===== config.mk =====
export PLATFORM = sky130hd
export DESIGN_NAME = bob_resolve_ctrl
export DESIGN_NICKNAME = d
export VERILOG_FILES = /design/src/rtl/bob_resolve_ctrl.sv
export SDC_FILE = /design/constraint.sdc
export NUM_CORES = 1
export LEC_CHECK = 0
export ABC_AREA = 1
export ABC_CLOCK_PERIOD_IN_PS = 5300
export CORE_MARGIN = 10
export CORE_UTILIZATION = 53
export DETAILED_ROUTE_END_ITERATION = 8
export PLACE_DENSITY = 0.95
export SYNTH_ARGS = -nofsm -noshare
export SYNTH_HDL_FRONTEND = slang
export SYNTH_SLANG_ARGS = --single-unit

===== constraint.sdc =====
create_clock -name clock -period 5.3 [get_ports clock]
set_input_delay 0.53 -clock clock [delete_from_list [all_inputs] [get_ports clock]]
set_output_delay 0.53 -clock clock [all_outputs]
set_load 0.005 [all_outputs]

===== src/rtl/bob_resolve_ctrl.sv =====
// Branch-resolution sequencer: pairs each resolved branch with the BOB head, pops it,
// trains the predictor, and runs redirect plus timed flush/restore on a mispredict.
module bob_resolve_ctrl #(
  parameter int unsigned FLUSH_CYCLES = 2,
  parameter int unsigned CNT_W        = 32
) (
  input  logic             clock,
  input  logic             reset,
  input  logic             res_valid_i,
  output logic             res_ready_o,
  input  logic             res_taken_i,
  input  logic [63:0]      res_target_i,
  input  logic             ext_flush_i,
  input  logic             bob_valid_i,
  input  logic [63:0]      bob_pc_i,
  input  logic             bob_brdir_i,
  input  logic             bob_ch_we_i,
  input  logic             bob_ch_dir_i,
  input  logic [9:0]       bob_lochist_i,
  input  logic [11:0]      bob_bhr_i,
  input  logic [3:0]       bob_rasptr_i,
  output logic             bob_re_o,
  output logic             bob_flush_o,
  output logic             upd_valid_o,
  output logic [63:0]      upd_pc_o,
  output logic             upd_taken_o,
  output logic [9:0]       upd_lochist_o,
  output logic [11:0]      upd_bhr_o,
  output logic             ch_we_o,
  output logic             ch_dir_o,
  output logic             redirect_valid_o,
  output logic [63:0]      redirect_pc_o,
  output logic             rest_valid_o,
  output logic [11:0]      rest_bhr_o,
  output logic [9:0]       rest_lochist_o,
  output logic [3:0]       rest_rasptr_o,
  output logic [CNT_W-1:0] br_cnt_o,
  output logic [CNT_W-1:0] mis_cnt_o
);

  localparam logic [3:0] FlushInit = 4'(FLUSH_CYCLES);

  typedef enum logic [1:0] {StIdle, StCmp, StRecover} state_e;

  state_e state_q, state_d;

  logic        taken_q;
  logic [63:0] target_q;
  logic [63:0] pc_q;
  logic        brdir_q;
  logic        ch_we_q;
  logic        ch_dir_q;
  logic [9:0]  lochist_q;
  logic [11:0] bhr_q;
  logic [3:0]  rasptr_q;

  logic [3:0]  flush_cnt_q;
  logic        pulse_q;
  logic [63:0] redir_pc_q;
  logic [11:0] rest_bhr_q;
  logic [9:0]  rest_lochist_q;
  logic [3:0]  rest_rasptr_q;
  logic [CNT_W-1:0] br_cnt_q;
  logic [CNT_W-1:0] mis_cnt_q;

  logic ready;
  logic accept;
  logic mispredict;
  logic enter_rec;

  assign ready      = (state_q == StIdle) & bob_valid_i & ~ext_flush_i;
  assign accept     = res_valid_i & ready;
  assign mispredict = brdir_q != taken_q;
  // An external flush in the compare cycle cancels recovery before it starts.
  assign enter_rec  = (state_q == StCmp) & mispredict & ~ext_flush_i;

  // State register
  always_ff @(posedge clock) begin
    if (reset) begin
      state_q <= StIdle;
    end else begin
      state_q <= state_d;
    end
  end

  // Next-state logic
  always_comb begin
    state_d = state_q;
    unique case (state_q)
      StIdle: begin
        if (accept) state_d = StCmp;
      end
      StCmp: begin
        if (enter_rec) state_d = StRecover;
        else           state_d = StIdle;
      end
      StRecover: begin
        if (ext_flush_i || flush_cnt_q <= 4'd1) state_d = StIdle;
      end
      default: state_d = StIdle;
    endcase
  end

  // Latched resolution, recovery data and counters
  always_ff @(posedge clock) begin
    if (reset) begin
      taken_q        <= 1'b0;
      target_q       <= '0;
      pc_q           <= '0;
      brdir_q        <= 1'b0;
      ch_we_q        <= 1'b0;
      ch_dir_q       <= 1'b0;
      lochist_q      <= '0;
      bhr_q          <= '0;
      rasptr_q       <= '0;
      flush_cnt_q    <= '0;
      pulse_q        <= 1'b0;
      redir_pc_q     <= '0;
      rest_bhr_q     <= '0;
      rest_lochist_q <= '0;
      rest_rasptr_q  <= '0;
      br_cnt_q       <= '0;
      mis_cnt_q      <= '0;
    end else begin
      if (accept) begin
        taken_q   <= res_taken_i;
        target_q  <= res_target_i;
        pc_q      <= bob_pc_i;
        brdir_q   <= bob_brdir_i;
        ch_we_q   <= bob_ch_we_i;
        ch_dir_q  <= bob_ch_dir_i;
        lochist_q <= bob_lochist_i;
        bhr_q     <= bob_bhr_i;
        rasptr_q  <= bob_rasptr_i;
      end

      pulse_q <= enter_rec;
      if (enter_rec) begin
        flush_cnt_q    <= FlushInit;
        redir_pc_q     <= taken_q ? target_q : pc_q + 64'd4;
        rest_bhr_q     <= {bhr_q[10:0], taken_q};
        rest_lochist_q <= {lochist_q[8:0], taken_q};
        rest_rasptr_q  <= rasptr_q;
      end else if (state_q == StRecover) begin
        flush_cnt_q <= ext_flush_i ? 4'd0 : flush_cnt_q - 4'd1;
      end

      // Saturating performance counters
      if (state_q == StCmp) begin
        if (br_cnt_q != '1) br_cnt_q <= br_cnt_q + CNT_W'(1);
        if (mispredict && mis_cnt_q != '1) mis_cnt_q <= mis_cnt_q + CNT_W'(1);
      end
    end
  end

  // Outputs
  always_comb begin
    res_ready_o      = ready;
    bob_re_o         = (state_q == StCmp);
    upd_valid_o      = (state_q == StCmp);
    ch_we_o          = (state_q == StCmp) & ch_we_q;
    ch_dir_o         = (state_q == StCmp) & ch_dir_q;
    upd_pc_o         = pc_q;
    upd_taken_o      = taken_q;
    upd_lochist_o    = lochist_q;
    upd_bhr_o        = bhr_q;
    bob_flush_o      = (state_q == StRecover) | ext_flush_i;
    redirect_valid_o = pulse_q;
    rest_valid_o     = pulse_q;
    redirect_pc_o    = redir_pc_q;
    rest_bhr_o       = rest_bhr_q;
    rest_lochist_o   = rest_lochist_q;
    rest_rasptr_o    = rest_rasptr_q;
    br_cnt_o         = br_cnt_q;
    mis_cnt_o        = mis_cnt_q;
  end

endmodule


==> flow_summary.json, run 1 <==
{
  "ant_nets": 0,
  "fin_crit_sh": 0.585,
  "max_slew.worst_pin.slew_ns": 1.19,
  "drt-pass1-iter-count": 6,
  "layout_setup_ws_ns": 2.20,
  "nFillCells": 2221,
  "crit_chain": "clkdlybuf4s50_1 > nor4_4 > buf_4 > clkdlybuf4s50_1",
  "path_clk_slew_ns": 0.06,
  "r2r_end": "upd_pc_o[47]",
  "maxSlewHeadroom": 0.209,
  "hold-worst-slack_ns": 0.453,
  "synth_cell_type_count": 37,
  "p_per_area_mw_per_mm2": 264,
  "max_freq_ghz": 0.323,
  "vias": 17295,
  "cp.required_ns": 4.77,
  "drc_errors": 0,
  "cts_setup_buffers": 0,
  "hold_start": "redirect_pc_o[31]",
  "cp.arrival_ns": 2.57,
  "yosysTopAreaCellShare": 0.416,
  "start_util": 0.535,
  "outcome": "complete, no violations",
  "hold_depth": 2,
  "min_to": "redirect_pc_o[31]",
  "sw_frac_of_total": 0.235,
  "syn-instance-count": 2312,
  "portBuffers": 411,
  "internal_power_mw": 4.18,
  "slowest_stage": "clkdlybuf4s50_1",
  "crit_type": "primary input to output port",
  "place.gp.congestion": 1.07,
  "syn2layout_area_growth_pct": 34.9,
  "maxCapViolCount": 0,
  "synth_area_leaders": "dfxtp_1, nand2_1, a21oi_1",
  "dp_slack_ns": 1.84,
  "grt_usage": 0.327,
  "power_frac_comb": 0.087,
  "path_buf_inv": 3,
  "rows": 62,
  "clkPwrFrac": 0.454,
  "power_frac_seq": 0.459,
  "wire_per_inst_um": 20.3,
  "ys.flop_type": "dfxtp_1",
  "rsz0062_at_grt": "no",
  "grt_max_degree": 208,
  "htreeDepth": 2,
  "slowest_delay_ns": 0.59,
  "cts_root_buf": "clkbuf_16",
  "crit_top_cell": "clkdlybuf4s50_1",
  "die_h_um": 190,
  "nets": 2825,
  "overflow": 0,
  "path_max_fanout": 30,
  "grt_pass1_wl_mm": 94.7,
  "r2r-start": "state_q[1]",
  "hold_buffers": 0,
  "synth_fp_nets": 2480,
  "ir_drop_v": 0.000296,
  "async_reset_ff_frac": 0,
  "min_path_type": "register to register",
  "syn_area_mm2": 0.0153,
  "cts.sinks": 318,
  "yosysWarnings": 0,
  "slew_viol_final": 0,
  "vias_per_cell": 5.63,
  "routed_wl_mm": 62.2,
  "fin_total_pwr_mw": 5.46,
  "antenna_found_initial": 5,
  "tns_ns": 0,
  "start_kind": "primary input",
  "r2r_cells": 5,
  "r2r_setup_slack_ns": 2.46,
  "die-area_mm2": 0.0361,
  "fin_crit_ns": 3.10,
  "ys_seq_area_frac": 0.416,
  "yosysTopAreaCell": "dfxtp_1",
  "cts_buffers": 34,
  "drive_gt1_frac": 0.0354,
  "hold_violations": 0,
  "cts_tree": "yes",
  "clock_latency_ns": 0.52,
  "setup_viol": 0,
  "cts_buffer_depth": 3,
  "end_kind": "output port",
  "synth_edf_count": 0,
  "ys_seq_elements": 318,
  "fin_skew_ns": 0.0225,
  "p_switching_mw": 1.28,
  "p_leak_nw": 7.65,
  "drt_iter0_markers": 1777,
  "dp_hpwl_mm": 47.0,
  "path_delay_family": "buffers and inverters",
  "die_w_um": 190,
  "core_mm2": 0.0286,
  "synth_area_per_cell_um2": 6.62,
  "ioPinCount": 412,
  "grt_pass1_vias": 16569,
  "cts-resized-gates": 0
}
-- cells by family after synthesis --
logic type,after synthesis,share of synthesized area
flip-flops,318,0.416
AND/OR/NAND/NOR,1131,0.304
AO/OA/AOI/OAI,476,0.158
buffers and inverters,326,0.0858
XOR/XNOR,56,0.0325
adder cells (fa/ha/maj),5,0.00409
-- per-stage QoR --
stage	instances	utilization	instance area [um2]
after global routing	3068	0.722	20700
after detailed placement	3005	0.681	19500
after CTS	3065	0.721	20600
after global placement	3005	0.681	19500
after floorplan	2312	-	15300
final	3070	0.722	20700
-- cells in the mapped netlist (all sizes together), types with 2 or more instances --
| cell type | n |
|---|---|
| inv | 216 |
| buf | 44 |
| o21ai | 195 |
| xnor2 | 17 |
| clkbuf | 66 |
| nand3 | 130 |
| a21oi | 268 |
| nand3b | 14 |
| nor2 | 256 |
| o21bai | 2 |
| ha | 5 |
| nand2 | 696 |
| nor3 | 8 |
| xor2 | 39 |
| dfxtp | 318 |
| o211ai | 6 |
| nand4 | 24 |
-- layer usage --
metal	track usage	wire (um)	vias up
li1	-	-	8096
met2	0.536	28500	1052
met4	0.162	3460	2
met3	0.0871	6840	231
met5	0	13	-
met1	0.389	23400	7914
-- how the worst max path moves through the flow --
| stage | from | end | slack (ns) | cells after the start |
|---|---|---|---|---|
| floorplan | br_cnt_o[0] | br_cnt_o[10] | 3.56 | 10 |
| global placement | reset | redirect_pc_o[53] | 1.94 | 7 |
| detailed placement | reset | redirect_pc_o[53] | 1.84 | 7 |
| CTS | ext_flush_i | res_ready_o | 2.22 | 4 |
| global route | reset | redirect_pc_o[53] | 2.14 | 7 |
| finish | ext_flush_i | res_ready_o | 2.20 | 4 |
-- cell type report --
type	instances	area, um2	area share
inverters	216	813	0.0394
diodes	5	12.5	0.000606
flip-flops and latches	318	6370	0.308
repair buffers	419	4170	0.202
clock inverters	8	120	0.00581
multi-input cells	1668	7650	0.370
clock buffers	52	1040	0.0504
well taps	384	480	0.0233
-- state kept, by name, summed over array words and instances (netlist names), 2 cells and up --
| signal | count |
|---|---|
| flush_cnt_q | 4 |
| upd_bhr_o | 12 |
| upd_pc_o | 64 |
| rest_rasptr_o | 4 |
| target_q | 64 |
| state_q | 2 |
| upd_lochist_o | 10 |
| rest_lochist_o | 9 |
| redirect_pc_o | 64 |
| mis_cnt_o | 32 |
| rasptr_q | 4 |
| br_cnt_o | 32 |
| rest_bhr_o | 12 |
-- layout by cell type (no fill, tap or decap), types with 2 or more instances in the layout --
master / n
bufinv_16: 3
o21bai_1: 2
buf_4: 9
nand2_2: 8
nand3b_1: 14
nand3_1: 130
o21ai_0: 128
diode_2: 5
clkinvlp_4: 2
a21oi_1: 268
xor2_1: 39
o21ai_1: 67
o211ai_1: 6
inv_1: 209
inv_2: 6
clkbuf_8: 6
clkbuf_16: 37
ha_1: 5
nor3_1: 6
nand4_1: 24
clkbuf_1: 9
nor2_2: 7
nand2_1: 686
clkinv_2: 3
nor2_1: 243
xnor2_1: 16
clkdlybuf4s50_1: 410
dfxtp_1: 317
nor2_4: 6
-- tightest hold or removal path, delay by kind of cell (launching register included) --
family / cells / cell delay (ns)
flip-flops: 1 / 0.31
AND/OR/NAND/NOR: 2 / 0.10
-- power groups by stage --
stage | clock, mW | sequential [mW] | combinational (mW)
floorplan | 0 | 2.54 | 0.194
global placement | 0 | 2.56 | 0.451
detailed placement | 0 | 2.56 | 0.461
CTS | 2.48 | 2.51 | 0.467
global route | 2.59 | 2.51 | 0.508
finish | 2.48 | 2.51 | 0.474
No activity file was read; power rests on OpenSTA's default activity.
==> inputs of run 2 (changes only) <==
--- a/config.mk
+++ b/config.mk
@@ -6,11 +6,11 @@
 export NUM_CORES = 1
 export LEC_CHECK = 0
 export ABC_AREA = 1
-export ABC_CLOCK_PERIOD_IN_PS = 5300
+export ABC_CLOCK_PERIOD_IN_PS = 2940
 export CORE_MARGIN = 10
-export CORE_UTILIZATION = 53
+export CORE_UTILIZATION = 49
 export DETAILED_ROUTE_END_ITERATION = 8
-export PLACE_DENSITY = 0.95
+export PLACE_DENSITY = 0.91
 export SYNTH_ARGS = -nofsm -noshare
 export SYNTH_HDL_FRONTEND = slang
 export SYNTH_SLANG_ARGS = --single-unit
==> constraint.sdc (replaced) <==
create_clock -name clock -period 2.94 [get_ports clock]
set_input_delay 0.294 -clock clock [delete_from_list [all_inputs] [get_ports clock]]
set_output_delay 0.294 -clock clock [all_outputs]
set_load 0.005 [all_outputs]
==> flow_summary.json, run 2 (same netlist as run 1, synthesis figures left out) <==
{
  "outcome": "complete, no violations",
  "fin_skew_ns": 0.0208,
  "ant_nets": 0,
  "mostFrequentLayoutCells": "nand2_1, clkdlybuf4s50_1, dfxtp_1",
  "crit_top_cell": "nand2_1",
  "slowest_delay_ns": 0.51,
  "place.gp.congestion": 1.00,
  "min_path_type": "primary input to register",
  "max_slew.worst_pin.slew_ns": 0.998,
  "hold_buffers": 0,
  "grt_max_degree": 140,
  "path_max_fanout": 5,
  "cts_buffer_depth": 3,
  "die-area_mm2": 0.0387,
  "start_kind": "register",
  "wire_per_inst_um": 20.5,
  "antenna_found_initial": 3,
  "cp.arrival_ns": 2.82,
  "grt_usage": 0.314,
  "slowest_stage": "nor2_1",
  "fin_crit_sh": 0.820,
  "vias_per_cell": 5.56,
  "nFillCells": 2599,
  "ir_drop_v": 0.000398,
  "ioPinCount": 412,
  "max_freq_ghz": 0.415,
  "end_kind": "register",
  "drc_errors": 0,
  "slew_viol_final": 0,
  "clock_latency_ns": 0.53,
  "rows": 64,
  "cts_buffers": 35,
  "dp_slack_ns": 0.494,
  "final_common_cell": "nand2_1",
  "nets": 2847,
  "maxSlewHeadroom": 0.335,
  "maxCapViolCount": 0,
  "portBuffers": 411,
  "core_mm2": 0.0307,
  "cts-resized-gates": 0,
  "crit_chain": "ha_1 > nand2_1 > nor2_1 > nand3_1 > nor2_1 > nand3_1 > nand2_1 > nand3_1 > nand2_1 > nand2_1",
  "grt_pass1_wl_mm": 96.9,
  "vias": 17232,
  "cts_root_buf": "clkbuf_16",
  "htreeDepth": 2,
  "p_leak_nw": 7.82,
  "p_per_area_mw_per_mm2": 477,
  "overflow": 0,
  "drive_gt1_frac": 0.0451,
  "cp.required_ns": 3.35,
  "syn2layout_area_growth_pct": 36.6,
  "layout_setup_ws_ns": 0.530,
  "drt-pass1-iter-count": 6,
  "setup_viol": 0,
  "tns_ns": 0,
  "crit_type": "register to register",
  "die_h_um": 197,
  "grt_pass1_vias": 16768,
  "routed_wl_mm": 63.5,
  "path_clk_slew_ns": 0.06,
  "drt_iter0_markers": 1507,
  "cts.sinks": 318,
  "fin_total_pwr_mw": 9.98,
  "start_util": 0.498,
  "rsz0062_at_grt": "no",
  "die_w_um": 197,
  "cts_tree": "yes",
  "fin_crit_ns": 2.41,
  "cts_setup_buffers": 0,
  "hold_violations": 0,
  "dp_hpwl_mm": 48.6
}
## run 2: cell type report
cell class,instances,area (um2),share of cell area
timing repair buffer,440,4390,0.210
sequential,318,6370,0.304
clock inverter,16,199,0.00951
tap,396,495,0.0237
antenna,1,2.50,0.000120
inverter,216,813,0.0389
multi-input combinational,1668,7660,0.366
clock buffer,46,988,0.0473
## run 2: worst max-delay path: cells and delay by family, from the launching register on
kind          cells  cell delay (ns)
fa+ha+maj         1             0.29
flops             1             0.45
simple gates      9             1.56
## run 2: metal layers
metal	wire length, um	share of wire	track usage	up-vias
li1	-	-	-	8146
met4	2670	0.042	0.127	4
met5	21	0.00033	0	-
met2	29300	0.46	0.518	851
met3	6230	0.098	0.0733	146
met1	25300	0.40	0.387	8085
## run 2: stage by stage
stage	std cells	util	hold slack [ns]	instance area, um2
finish	3101	0.680	0.348	20900
detailed placement	3038	0.642	0.438	19700
global route	3101	0.680	0.371	20900
global placement	3038	0.642	0.433	19700
CTS	3100	0.680	0.341	20900
floorplan	2312	-	0.425	15300
## run 2: final timing paths
kind,start,endpoint,slack (ns),cells past startpoint
max,upd_pc_o[3],redirect_pc_o[52],0.53,10
min,reset,rest_bhr_o[9],0.35,4
max reg2reg,upd_pc_o[3],redirect_pc_o[52],0.53,10
min reg2reg,redirect_pc_o[21],redirect_pc_o[21],0.45,2
## run 2: where the power goes
| group | switching [mW] | leakage, nW | internal, mW |
|---|---|---|---|
| Clock | 1.84 | 0.593 | 2.73 |
| Combinational | 0.468 | 4.64 | 0.423 |
| Sequential | 0.100 | 2.58 | 4.42 |
==> inputs of run 3 (changes only) <==
--- a/config.mk
+++ b/config.mk
@@ -6,7 +6,7 @@
 export NUM_CORES = 1
 export LEC_CHECK = 0
 export ABC_AREA = 1
-export ABC_CLOCK_PERIOD_IN_PS = 2940
+export ABC_CLOCK_PERIOD_IN_PS = 2300
 export CORE_MARGIN = 10
 export CORE_UTILIZATION = 49
 export DETAILED_ROUTE_END_ITERATION = 8
==> constraint.sdc (replaced) <==
create_clock -name clock -period 2.3 [get_ports clock]
set_input_delay 0.23 -clock clock [delete_from_list [all_inputs] [get_ports clock]]
set_output_delay 0.23 -clock clock [all_outputs]
set_load 0.005 [all_outputs]
==> flow_summary.json, run 3 (same netlist as run 1, synthesis figures left out) <==
{
  "syn2layout_area_growth_pct": 37.7,
  "route.met2.wl_mm": 29.4,
  "path_clk_slew_ns": 0.05,
  "maxCapViolCount": 0,
  "cts_buffers": 36,
  "outcome": "complete, but fails checks",
  "drt-pass1-iter-count": 9,
  "drt_iter0_markers": 1737,
  "violations": "DRC",
  "grt_max_degree": 102,
  "ir_drop_v": 0.000510,
  "vias_per_cell": 5.55,
  "cts_root_buf": "clkbuf_16",
  "start_kind": "register",
  "grt_pass1_wl_mm": 96.0,
  "grt_pass1_vias": 16537,
  "max_freq_ghz": 0.454,
  "end_kind": "output port",
  "setup_viol": 0,
  "nets": 2872,
  "p_per_area_mw_per_mm2": 597,
  "wire_per_inst_um": 20.3,
  "vias": 17330,
  "portBuffers": 411,
  "die_w_um": 197,
  "fin_crit_ns": 2.20,
  "cts_buffer_depth": 3,
  "drive_gt1_frac": 0.0518,
  "max_slew.worst_pin.slew_ns": 1.02,
  "drc_errors": 1,
  "maxSlewHeadroom": 0.323,
  "crit_type": "register to output port",
  "clock_latency_ns": 0.52,
  "grt_usage": 0.310,
  "die-area_mm2": 0.0387,
  "antenna_found_initial": 4,
  "cts_setup_buffers": 0,
  "cts.sinks": 318,
  "dp_hpwl_mm": 48.0,
  "slew_viol_final": 0,
  "cp.required_ns": 2.07,
  "htreeDepth": 2,
  "mostFrequentLayoutCells": "nand2_1, clkdlybuf4s50_1, dfxtp_1",
  "cp.arrival_ns": 1.97,
  "final_common_cell": "nand2_1",
  "multi_input_area_mm2": 0.00766,
  "overflow": 0,
  "hold_buffers": 0,
  "rows": 64,
  "fin_crit_sh": 0.958,
  "nFillCells": 2589,
  "wl_met1_mm": 24.5,
  "rsz0062_at_grt": "no",
  "place.gp.congestion": 1.02,
  "hold_violations": 0,
  "ioPinCount": 412,
  "min_path_type": "primary input to register",
  "path_max_fanout": 7,
  "wl_met3_mm": 6.44,
  "start_util": 0.498,
  "tns_ns": 0,
  "core_mm2": 0.0307,
  "routed_wl_mm": 63.3,
  "ant_nets": 0,
  "p_leak_nw": 7.94,
  "die_h_um": 197,
  "finish.utilization": 0.686,
  "cts_tree": "yes",
  "seq_area_mm2": 0.00637,
  "cts-resized-gates": 0,
  "fin_skew_ns": 0.0171,
  "dr.max_layer_used": "met5"
}
run 3: cell types whose count changed in the layout (fill, tap and decap cells not counted), sizes merged:
| cell | delta |
|---|---|
| buf | +24 |
| bufinv | -1 |
| clkdlybuf4s50 | -1 |
| clkinv | -2 |
| clkinvlp | +1 |
| diode | +2 |
| dlymetal6s2s | +1 |
| inv | -2 |
run 3: path summary, 6_finish.rpt:
| kind | from | end | slack [ns] | depth (start not counted) |
|---|---|---|---|---|
| min | reset | br_cnt_o[17] | 0.12 | 4 |
| min reg2reg | redirect_pc_o[18] | redirect_pc_o[18] | 0.45 | 2 |
| max | state_q[0] | upd_valid_o | 0.1 | 3 |
| max reg2reg | upd_pc_o[6] | redirect_pc_o[29] | 0.17 | 9 |
run 3: stage by stage:
step	cell area [um2]	power [mW]	setup slack, ns	hold slack (ns)	std cells
global placement	19900	7.00	0.202	0.433	3062
finish	21100	12.6	0.0977	0.119	3123
CTS	21100	12.6	0.0566	0.115	3120
floorplan	15300	6.30	0.559	0.394	2312
detailed placement	19900	7.02	0.169	0.441	3062
global route	21100	12.9	0.0148	0.126	3123
run 3: power by group:
| part | internal [mW] | leakage (nW) | switching [mW] |
|---|---|---|---|
| clock | 3.36 | 0.558 | 2.30 |
| sequential | 5.65 | 2.58 | 0.118 |
| combinational | 0.554 | 4.80 | 0.610 |
run 3: layer usage:
metal  up-vias  track usage
met5         -            0
met4         2        0.143
met3       157       0.0794
met2       913        0.506
met1      8055        0.376
li1       8203            -
run 3: cell type report:
| type | count | area share |
|---|---|---|
| Sequential cell | 318 | 0.302 |
| Clock buffer | 46 | 0.0469 |
| Inverter | 216 | 0.0387 |
| Timing Repair Buffer | 464 | 0.219 |
| Multi-Input combinational cell | 1668 | 0.363 |
| Clock inverter | 12 | 0.00653 |
| Tap cell | 396 | 0.0235 |
| Antenna cell | 3 | 0.000356 |
run 3: critical path, cell delays in order, from the launching register on:
cell and delay [ns]:
dfxtp_1 0.42, nand2_2 0.18, inv_1 0.28, clkdlybuf4s50_1 0.57
